### src/rtl/fpu_ss_pkg.sv
// Shared types for the FPU subsystem issue/retire path: write-back source,
// tag-table entry and decoded op class.
package fpu_ss_pkg;

  typedef enum logic [1:0] {
    WB_FPU    = 2'd0,
    WB_LOAD   = 2'd1,
    WB_DIRECT = 2'd2
  } wb_src_e;

  typedef enum logic [1:0] {
    OP_DIRECT = 2'd0,
    OP_FPU    = 2'd1,
    OP_LOAD   = 2'd2,
    OP_STORE  = 2'd3
  } op_class_e;

  typedef struct packed {
    logic [4:0] rd;
    logic       rd_is_fp;
  } tag_entry_t;

  function automatic op_class_e classify(input logic use_fpu, input logic is_load,
                                         input logic is_store);
    if (use_fpu) return OP_FPU;
    if (is_load) return OP_LOAD;
    if (is_store) return OP_STORE;
    return OP_DIRECT;
  endfunction

endpackage

### src/rtl/fpu_ss_scoreboard.sv
// FP-register busy bitmap with RAW/WAW hazard lookup on the registered state only.
// One set and one clear port per cycle; set wins on a same-bit collision.
module fpu_ss_scoreboard
  import fpu_ss_pkg::*;
#(
  parameter int NUM_FPR = 32
) (
  input  logic               clk_i,
  input  logic               rst_i,
  input  logic               set_i,
  input  logic [4:0]         set_addr_i,
  input  logic               clr_i,
  input  logic [4:0]         clr_addr_i,
  input  logic [14:0]        rs_addr_i,
  input  logic [2:0]         rs_used_i,
  input  logic [4:0]         rd_i,
  input  logic               rd_chk_i,
  output logic               hazard_o,
  output logic               rs2_busy_o,
  output logic [NUM_FPR-1:0] sb_o
);

  logic [NUM_FPR-1:0] sb_q, sb_d;

  always_comb begin
    sb_d = sb_q;
    if (clr_i) sb_d[clr_addr_i] = 1'b0;
    if (set_i) sb_d[set_addr_i] = 1'b1;
  end

  always_ff @(posedge clk_i) begin
    if (rst_i) sb_q <= '0;
    else       sb_q <= sb_d;
  end

  always_comb begin
    hazard_o = rd_chk_i & sb_q[rd_i];
    for (int k = 0; k < 3; k++) begin
      if (rs_used_i[k] && sb_q[rs_addr_i[5*k +: 5]]) hazard_o = 1'b1;
    end
    rs2_busy_o = sb_q[rs_addr_i[9:5]];
  end

  assign sb_o = sb_q;

endmodule

### src/rtl/fpu_ss_issue.sv
// Issue/retire control for up to NUM_TAGS out-of-order FPU ops plus one load; issue is same-cycle.
// Stalls on scoreboard hazards, tag exhaustion or a busy write/response port; no internal skid.
module fpu_ss_issue
  import fpu_ss_pkg::*;
#(
  parameter int NUM_TAGS = 4,
  parameter int NUM_FPR  = 32,
  parameter int TAG_W    = $clog2(NUM_TAGS)
) (
  input  logic             clk_i,
  input  logic             rst_i,
  input  logic             instr_valid_i,
  output logic             instr_ready_o,
  input  logic [14:0]      rs_addr_i,
  input  logic [2:0]       rs_used_i,
  input  logic [4:0]       rd_i,
  input  logic             rd_is_fp_i,
  input  logic             use_fpu_i,
  input  logic             is_load_i,
  input  logic             is_store_i,
  output logic             fpu_in_valid_o,
  input  logic             fpu_in_ready_i,
  output logic [TAG_W-1:0] fpu_tag_o,
  input  logic             fpu_out_valid_i,
  output logic             fpu_out_ready_o,
  input  logic [TAG_W-1:0] fpu_tag_i,
  output logic             mem_q_valid_o,
  input  logic             mem_q_ready_i,
  input  logic             mem_p_valid_i,
  output logic             mem_p_ready_o,
  output logic             fpr_we_o,
  output logic [4:0]       fpr_waddr_o,
  output logic [1:0]       fpr_wsrc_o,
  output logic             c_p_valid_o,
  input  logic             c_p_ready_i,
  output logic [4:0]       c_p_rd_o,
  output logic             c_p_src_o,
  output logic             busy_o
);

  logic [NUM_TAGS-1:0] free_q, free_d;
  tag_entry_t          tag_tbl_q [NUM_TAGS];
  logic                load_busy_q, load_busy_d;
  logic [4:0]          load_rd_q, load_rd_d;

  op_class_e           cls;
  logic                go, hazard, rs2_busy, tag_free;
  logic [TAG_W-1:0]    alloc_tag;
  tag_entry_t          ret_e;
  logic                ret_live, load_wr, fpu_fp_req, fpu_cp_req, fpu_ret;
  logic                fpu_fire, load_fire, direct_fp, direct_c;
  logic                sb_set, sb_clr;
  logic [4:0]          sb_clr_addr;
  logic [NUM_FPR-1:0]  sb_vec;

  fpu_ss_scoreboard #(.NUM_FPR(NUM_FPR)) u_sb (
    .clk_i      (clk_i),
    .rst_i      (rst_i),
    .set_i      (sb_set),
    .set_addr_i (rd_i),
    .clr_i      (sb_clr),
    .clr_addr_i (sb_clr_addr),
    .rs_addr_i  (rs_addr_i),
    .rs_used_i  (rs_used_i),
    .rd_i       (rd_i),
    .rd_chk_i   (rd_is_fp_i | (cls == OP_LOAD)),
    .hazard_o   (hazard),
    .rs2_busy_o (rs2_busy),
    .sb_o       (sb_vec)
  );

  // Lowest free tag; only tags free in the registered bitmap are candidates.
  always_comb begin
    alloc_tag = '0;
    for (int i = NUM_TAGS - 1; i >= 0; i--) begin
      if (free_q[i]) alloc_tag = TAG_W'(i);
    end
  end

  always_comb begin
    cls        = classify(use_fpu_i, is_load_i, is_store_i);
    go         = instr_valid_i & ~rst_i;
    tag_free   = |free_q;
    ret_e      = tag_tbl_q[fpu_tag_i];
    ret_live   = ~free_q[fpu_tag_i];
    load_wr    = ~rst_i & load_busy_q & mem_p_valid_i;
    fpu_out_ready_o = ~rst_i & (ret_e.rd_is_fp ? ~mem_p_valid_i : c_p_ready_i);
    fpu_fp_req = ~rst_i & fpu_out_valid_i & ret_live & ret_e.rd_is_fp;
    fpu_cp_req = ~rst_i & fpu_out_valid_i & ret_live & ~ret_e.rd_is_fp;
    fpu_ret    = fpu_out_valid_i & fpu_out_ready_o & ret_live;

    instr_ready_o  = 1'b0;
    fpu_in_valid_o = 1'b0;
    mem_q_valid_o  = 1'b0;
    fpu_fire       = 1'b0;
    load_fire      = 1'b0;
    direct_fp      = 1'b0;
    direct_c       = 1'b0;
    case (cls)
      OP_FPU: begin
        fpu_in_valid_o = go & ~hazard & tag_free;
        fpu_fire       = fpu_in_valid_o & fpu_in_ready_i;
        instr_ready_o  = fpu_fire;
      end
      OP_LOAD: begin
        mem_q_valid_o = go & ~hazard & ~load_busy_q;
        load_fire     = mem_q_valid_o & mem_q_ready_i;
        instr_ready_o = load_fire;
      end
      OP_STORE: begin
        mem_q_valid_o = go & ~hazard & ~rs2_busy & ~load_busy_q;
        instr_ready_o = mem_q_valid_o & mem_q_ready_i;
      end
      default: begin
        // Direct ops sit at the bottom of both the FPR-port and response priority.
        direct_fp     = go & ~hazard & rd_is_fp_i & ~load_wr & ~fpu_fp_req;
        direct_c      = go & ~hazard & ~rd_is_fp_i & ~fpu_cp_req;
        instr_ready_o = direct_fp | (direct_c & c_p_ready_i);
      end
    endcase

    fpr_we_o    = load_wr | (fpu_ret & ret_e.rd_is_fp) | direct_fp;
    fpr_waddr_o = '0;
    fpr_wsrc_o  = WB_FPU;
    if (load_wr) begin
      fpr_waddr_o = load_rd_q;
      fpr_wsrc_o  = WB_LOAD;
    end else if (fpu_ret && ret_e.rd_is_fp) begin
      fpr_waddr_o = ret_e.rd;
      fpr_wsrc_o  = WB_FPU;
    end else if (direct_fp) begin
      fpr_waddr_o = rd_i;
      fpr_wsrc_o  = WB_DIRECT;
    end

    c_p_valid_o = fpu_cp_req | direct_c;
    c_p_rd_o    = '0;
    c_p_src_o   = 1'b0;
    if (fpu_cp_req) begin
      c_p_rd_o = ret_e.rd;
    end else if (direct_c) begin
      c_p_rd_o  = rd_i;
      c_p_src_o = 1'b1;
    end

    fpu_tag_o     = rst_i ? '0 : alloc_tag;
    mem_p_ready_o = ~rst_i & load_busy_q;
    busy_o        = ~rst_i & (~(&free_q) | load_busy_q);

    sb_set      = (fpu_fire & rd_is_fp_i) | load_fire;
    sb_clr      = load_wr | (fpu_ret & ret_e.rd_is_fp);
    sb_clr_addr = load_wr ? load_rd_q : ret_e.rd;

    free_d = free_q;
    if (fpu_ret)  free_d[fpu_tag_i] = 1'b1;
    if (fpu_fire) free_d[alloc_tag] = 1'b0;

    load_busy_d = load_busy_q;
    load_rd_d   = load_rd_q;
    if (load_wr) load_busy_d = 1'b0;
    if (load_fire) begin
      load_busy_d = 1'b1;
      load_rd_d   = rd_i;
    end
  end

  always_ff @(posedge clk_i) begin
    if (rst_i) begin
      free_q      <= '1;
      load_busy_q <= 1'b0;
      load_rd_q   <= '0;
      for (int i = 0; i < NUM_TAGS; i++) tag_tbl_q[i] <= '0;
    end else begin
      free_q      <= free_d;
      load_busy_q <= load_busy_d;
      load_rd_q   <= load_rd_d;
      if (fpu_fire) tag_tbl_q[alloc_tag] <= {rd_i, rd_is_fp_i};
    end
  end

  a_no_double_alloc: assert property (@(posedge clk_i) disable iff (rst_i)
    fpu_fire |-> free_q[alloc_tag]);
  a_load_single: assert property (@(posedge clk_i) disable iff (rst_i)
    load_fire |-> !load_busy_q);
  a_idle_sb_clear: assert property (@(posedge clk_i) disable iff (rst_i)
    !busy_o |-> (sb_vec == '0));
  a_ret_live_tag: assert property (@(posedge clk_i) disable iff (rst_i)
    (fpu_out_valid_i && fpu_out_ready_o) |-> ret_live);

endmodule

### config.mk
export PLATFORM = sky130hd
export DESIGN_NAME = fpu_ss_issue
export DESIGN_NICKNAME = d
export VERILOG_FILES = /design/src/rtl/fpu_ss_pkg.sv /design/src/rtl/fpu_ss_scoreboard.sv /design/src/rtl/fpu_ss_issue.sv
export SDC_FILE = /design/constraint.sdc
export NUM_CORES = 1
export LEC_CHECK = 0
export CELL_PAD_IN_SITES_DETAIL_PLACEMENT = 1
export CELL_PAD_IN_SITES_GLOBAL_PLACEMENT = 1
export CORE_ASPECT_RATIO = 1.25
export CORE_MARGIN = 5
export CORE_UTILIZATION = 46
export CTS_CLUSTER_DIAMETER = 40
export CTS_CLUSTER_SIZE = 25
export DETAILED_ROUTE_END_ITERATION = 10
export PLACE_DENSITY = 0.95
export SETUP_SLACK_MARGIN = 0.1
export SKIP_CTS_REPAIR_TIMING = 1
export SLEW_MARGIN = 10
export SYNTH_ARGS = -nofsm -noshare
export SYNTH_HDL_FRONTEND = slang
export SYNTH_SLANG_ARGS = --single-unit
### constraint.sdc
create_clock -name clk_i -period 13.75 [get_ports clk_i]
set_input_delay 4.125 -clock clk_i [delete_from_list [all_inputs] [get_ports clk_i]]
set_output_delay 4.125 -clock clk_i [all_outputs]
set_load 0.01 [all_outputs]
==> summary.md <==
| Metric | Value |
|---|---|
| Hold WC Path Type | reg -> reg |
| Number of port buffers | 59 |
| Net count after synthesis | 507 |
| Ys flop type | dfxtp_1 |
| Total CTS buffers | 9 |
| Die area | 11820 um^2 |
| Clock sink count | 66 |
| Setup_tns | 0 ns |
| PwrDens | 94.08 nW/um^2 |
| Clk_skew | 0.007544 ns |
| Startpoint Class | primary input |
| First-pass GRT wire length | 25610 um |
| CP bufs+invs | 2 |
| Number of synthesized flops with an enable pin | 24 |
| Placeable Area | 9559 um^2 |
| Routed Antenna Nets | 0 |
| Sequential element share of the synthesized area | 34.87% |
| H-tree depth | 3 |
| CP Capture Type | output port |
| Placed insts | 622 |
| Vias in the first global route | 4628 |
| CTS tree | built |
| Slowest CP cell | clkdlybuf4s50_1 |
| Final core occ | 56.26% |
| Synth Cell Area | 4478 um^2 |
| Crit-path max cell delay | 0.81 ns |
| Initial antenna violation count | 0 |
| Synth async-reset ratio | 0% |
| Root Driver | clkbuf_16 |
| Critical path fanouts, max | 11 |
| Synthesized flop and latch total | 66 |
| Post-synthesis cell type count | 52 |
| Chip width | 98.25 um |
| Final HPWL DP | 11820 um |
| P_leak | 2.040 nW |
| Status | completed |
| Largest net degree at the start of global routing | 54 |
| Syn_area_per_cell | 9.528 um^2 |
| Crit share post-route | 90.02% |
| Worst path top cell family by delay | buffers and inverters |
| Setup violators final | 0 |
| Post-Syn Instances | 470 |
| Gr ovfl total | 0 |
| Setup CP Type | in -> out |
| Worst Max-Slew Pin Slew | 1.241 ns |
| Clk buf depth | 2 |
| Tot GR Track Use | 28.12% |
| Starting density of the core | 46.85% |
| Layout cells sized above 1 | 11.33% |
| Finished Layout Cells | 638 |
| Clk Latency, worst-skew pair | 0.34 ns |
| Crit-path cells | clkdlybuf4s50_1 > mux4_2 > mux2_2 > a211o_1 > a41oi_1 > nand4_1 > nor2_2 > o2bb2ai_1 > clkdlybuf4s50_1 |
| Fmax | 80.79 MHz |
| Max-slew violations | 0 |
| Routed len/inst | 25.68 um |
| Clock transition at path regs | 0.06 ns |
| Nets | 544 |
| Max Cap Viol | 0 |
| Post-synth top area share | 18.78% |
| Yosys warning count | 0 |
| Via count | 4241 |
| Hold Violations, Final | 0 |
| Final Routed Wirelength | 16380 um |
| Largest cells by area after synthesis | dfxtp_1, edfxtp_1, mux4_2 |
| Fin crit period | 12.38 ns |
| Die height | 120.3 um |
| Detailed Routing Iterations Pass 1 | 5 |
| Layout area overhead | 20.09% |
| DR vias/cell | 6.647 |
| Critical Path RT | 9.62 ns |
| Remaining DRCs | 0 |
| Worst relative slew slack | 17.03% |
| Most used cell along the critical path | clkdlybuf4s50_1 |
| Iteration-0 DRC Markers | 318 |
| Peak supply drop | 0.08487 mV |
| Crit path DAT | 8.25 ns |
| I/O pin total | 60 |
| RSZ-0062 raised after global routing | no |
| Site Rows | 40 |
| Cell taking the most area after synthesis | dfxtp_1 |
| GPL Wtd Cong | 1.016 |
| ANT cells | 0 |
cells in the final DEF (no fill, tap or decap), types with 4 or more instances in the layout:
| cell | n |
|---|---|
| nand3_1 | 7 |
| nand3b_1 | 4 |
| mux4_2 | 22 |
| and2_1 | 4 |
| o21ai_0 | 77 |
| inv_1 | 8 |
| nand2_1 | 23 |
| o2bb2ai_1 | 4 |
| edfxtp_1 | 24 |
| nor2_1 | 16 |
| and3_1 | 20 |
| nor3_1 | 6 |
| or3_1 | 5 |
| a31oi_1 | 4 |
| and4_1 | 7 |
| a21oi_1 | 14 |
| dfxtp_1 | 42 |
| a22o_1 | 6 |
| clkbuf_16 | 10 |
| nand2b_1 | 5 |
| a22oi_1 | 4 |
| nor2b_1 | 41 |
| mux2i_1 | 42 |
| mux2_2 | 7 |
| clkdlybuf4s50_1 | 58 |
final cells by class:
class                           count  area [um^2]
Sequential cell                    66         1562
Inverter                            8        30.03
Fill cell                        1061         4182
Tap cell                          126        157.7
Multi-Input combinational cell    360         2716
Clock inverter                      1        5.005
Clock buffer                       15        299.0
Timing Repair Buffer               62        608.1
cells by family (layout without fill, tap and decap cells):
family / count (synthesis) / after routing / synth area share (%)
AOI/OAI and AO/OA: 132 / 132 / 17.60
buffers and inverters: 44 / 86 / 4.470
DFF: 66 / 66 / 34.87
muxes: 71 / 71 / 22.21
and+or+nand+nor: 157 / 157 / 20.84
worst paths after layout:
kind	end	cells past startpoint	slack (ns)	startpoint
setup / recovery	fpr_waddr_o[1]	9	1.37	rs_addr_i[10]
hold / removal	load_rd_q[1]$_SDFFE_PP0P_	2	0.48	load_rd_q[1]$_SDFFE_PP0P_
setup reg to reg	tag_tbl_q[1][4]$_SDFFCE_PN0P_	8	10.23	u_sb.sb_o[15]$_SDFF_PP0_
hold reg to reg	load_rd_q[1]$_SDFFE_PP0P_	2	0.48	load_rd_q[1]$_SDFFE_PP0P_
worst min-delay path, cell delays in order, from the launching register on:
cell     delay, ns
dfxtp_1       0.31
o21ai_0       0.07
a21oi_1       0.06
power breakdown:
part / internal [W] / switching (W)
registers: 0.000206 / 0.00000205
clock network: 0.000148 / 0.0000870
logic: 0.0000266 / 0.0000371
per-stage QoR:
stage               hold WS [ns]  setup WS [ns]  cell area [um^2]  power [W]
floorplan                 0.4535          3.370              4478  0.0002478
detailed placement        0.4715          1.473              5074  0.0002736
CTS                       0.4816          1.425              5378  0.0005078
global route              0.5122          1.228              5378  0.0005189
global placement          0.4627          1.601              5074  0.0002708
finish                    0.4845          1.372              5378  0.0005060
cell usage after synthesis, types with 5 or more instances:
cell	n
or3_1	5
nand2_1	23
nand3_1	7
clkbuf_1	20
nor2_1	16
mux2i_1	42
and4_1	7
mux4_2	22
nand2b_1	5
nor2b_1	41
edfxtp_1	24
nor3_1	6
a21oi_1	14
mux2_2	7
inv_1	8
a22o_1	6
buf_2	10
and3_1	20
dfxtp_1	42
o21ai_0	77
metal layers:
| metal | vias to the layer above | global-route usage (%) | share of wire (%) |
|---|---|---|---|
| met4 | 0 | 18.62 | 6.5 |
| met3 | 77 | 7.098 | 6.5 |
| met5 | - | 0 | 0 |
| met2 | 214 | 48.76 | 51 |
| li1 | 1859 | - | - |
| met1 | 2091 | 30.07 | 36 |
flip-flops by register name, indices dropped and copies added (netlist names):
register / count
u_sb.sb_o: 32
load_rd_q: 5
load_busy_q: 1
free_q: 4
tag_tbl_q: 24
Note: power is estimated with default switching activity, not from simulation.
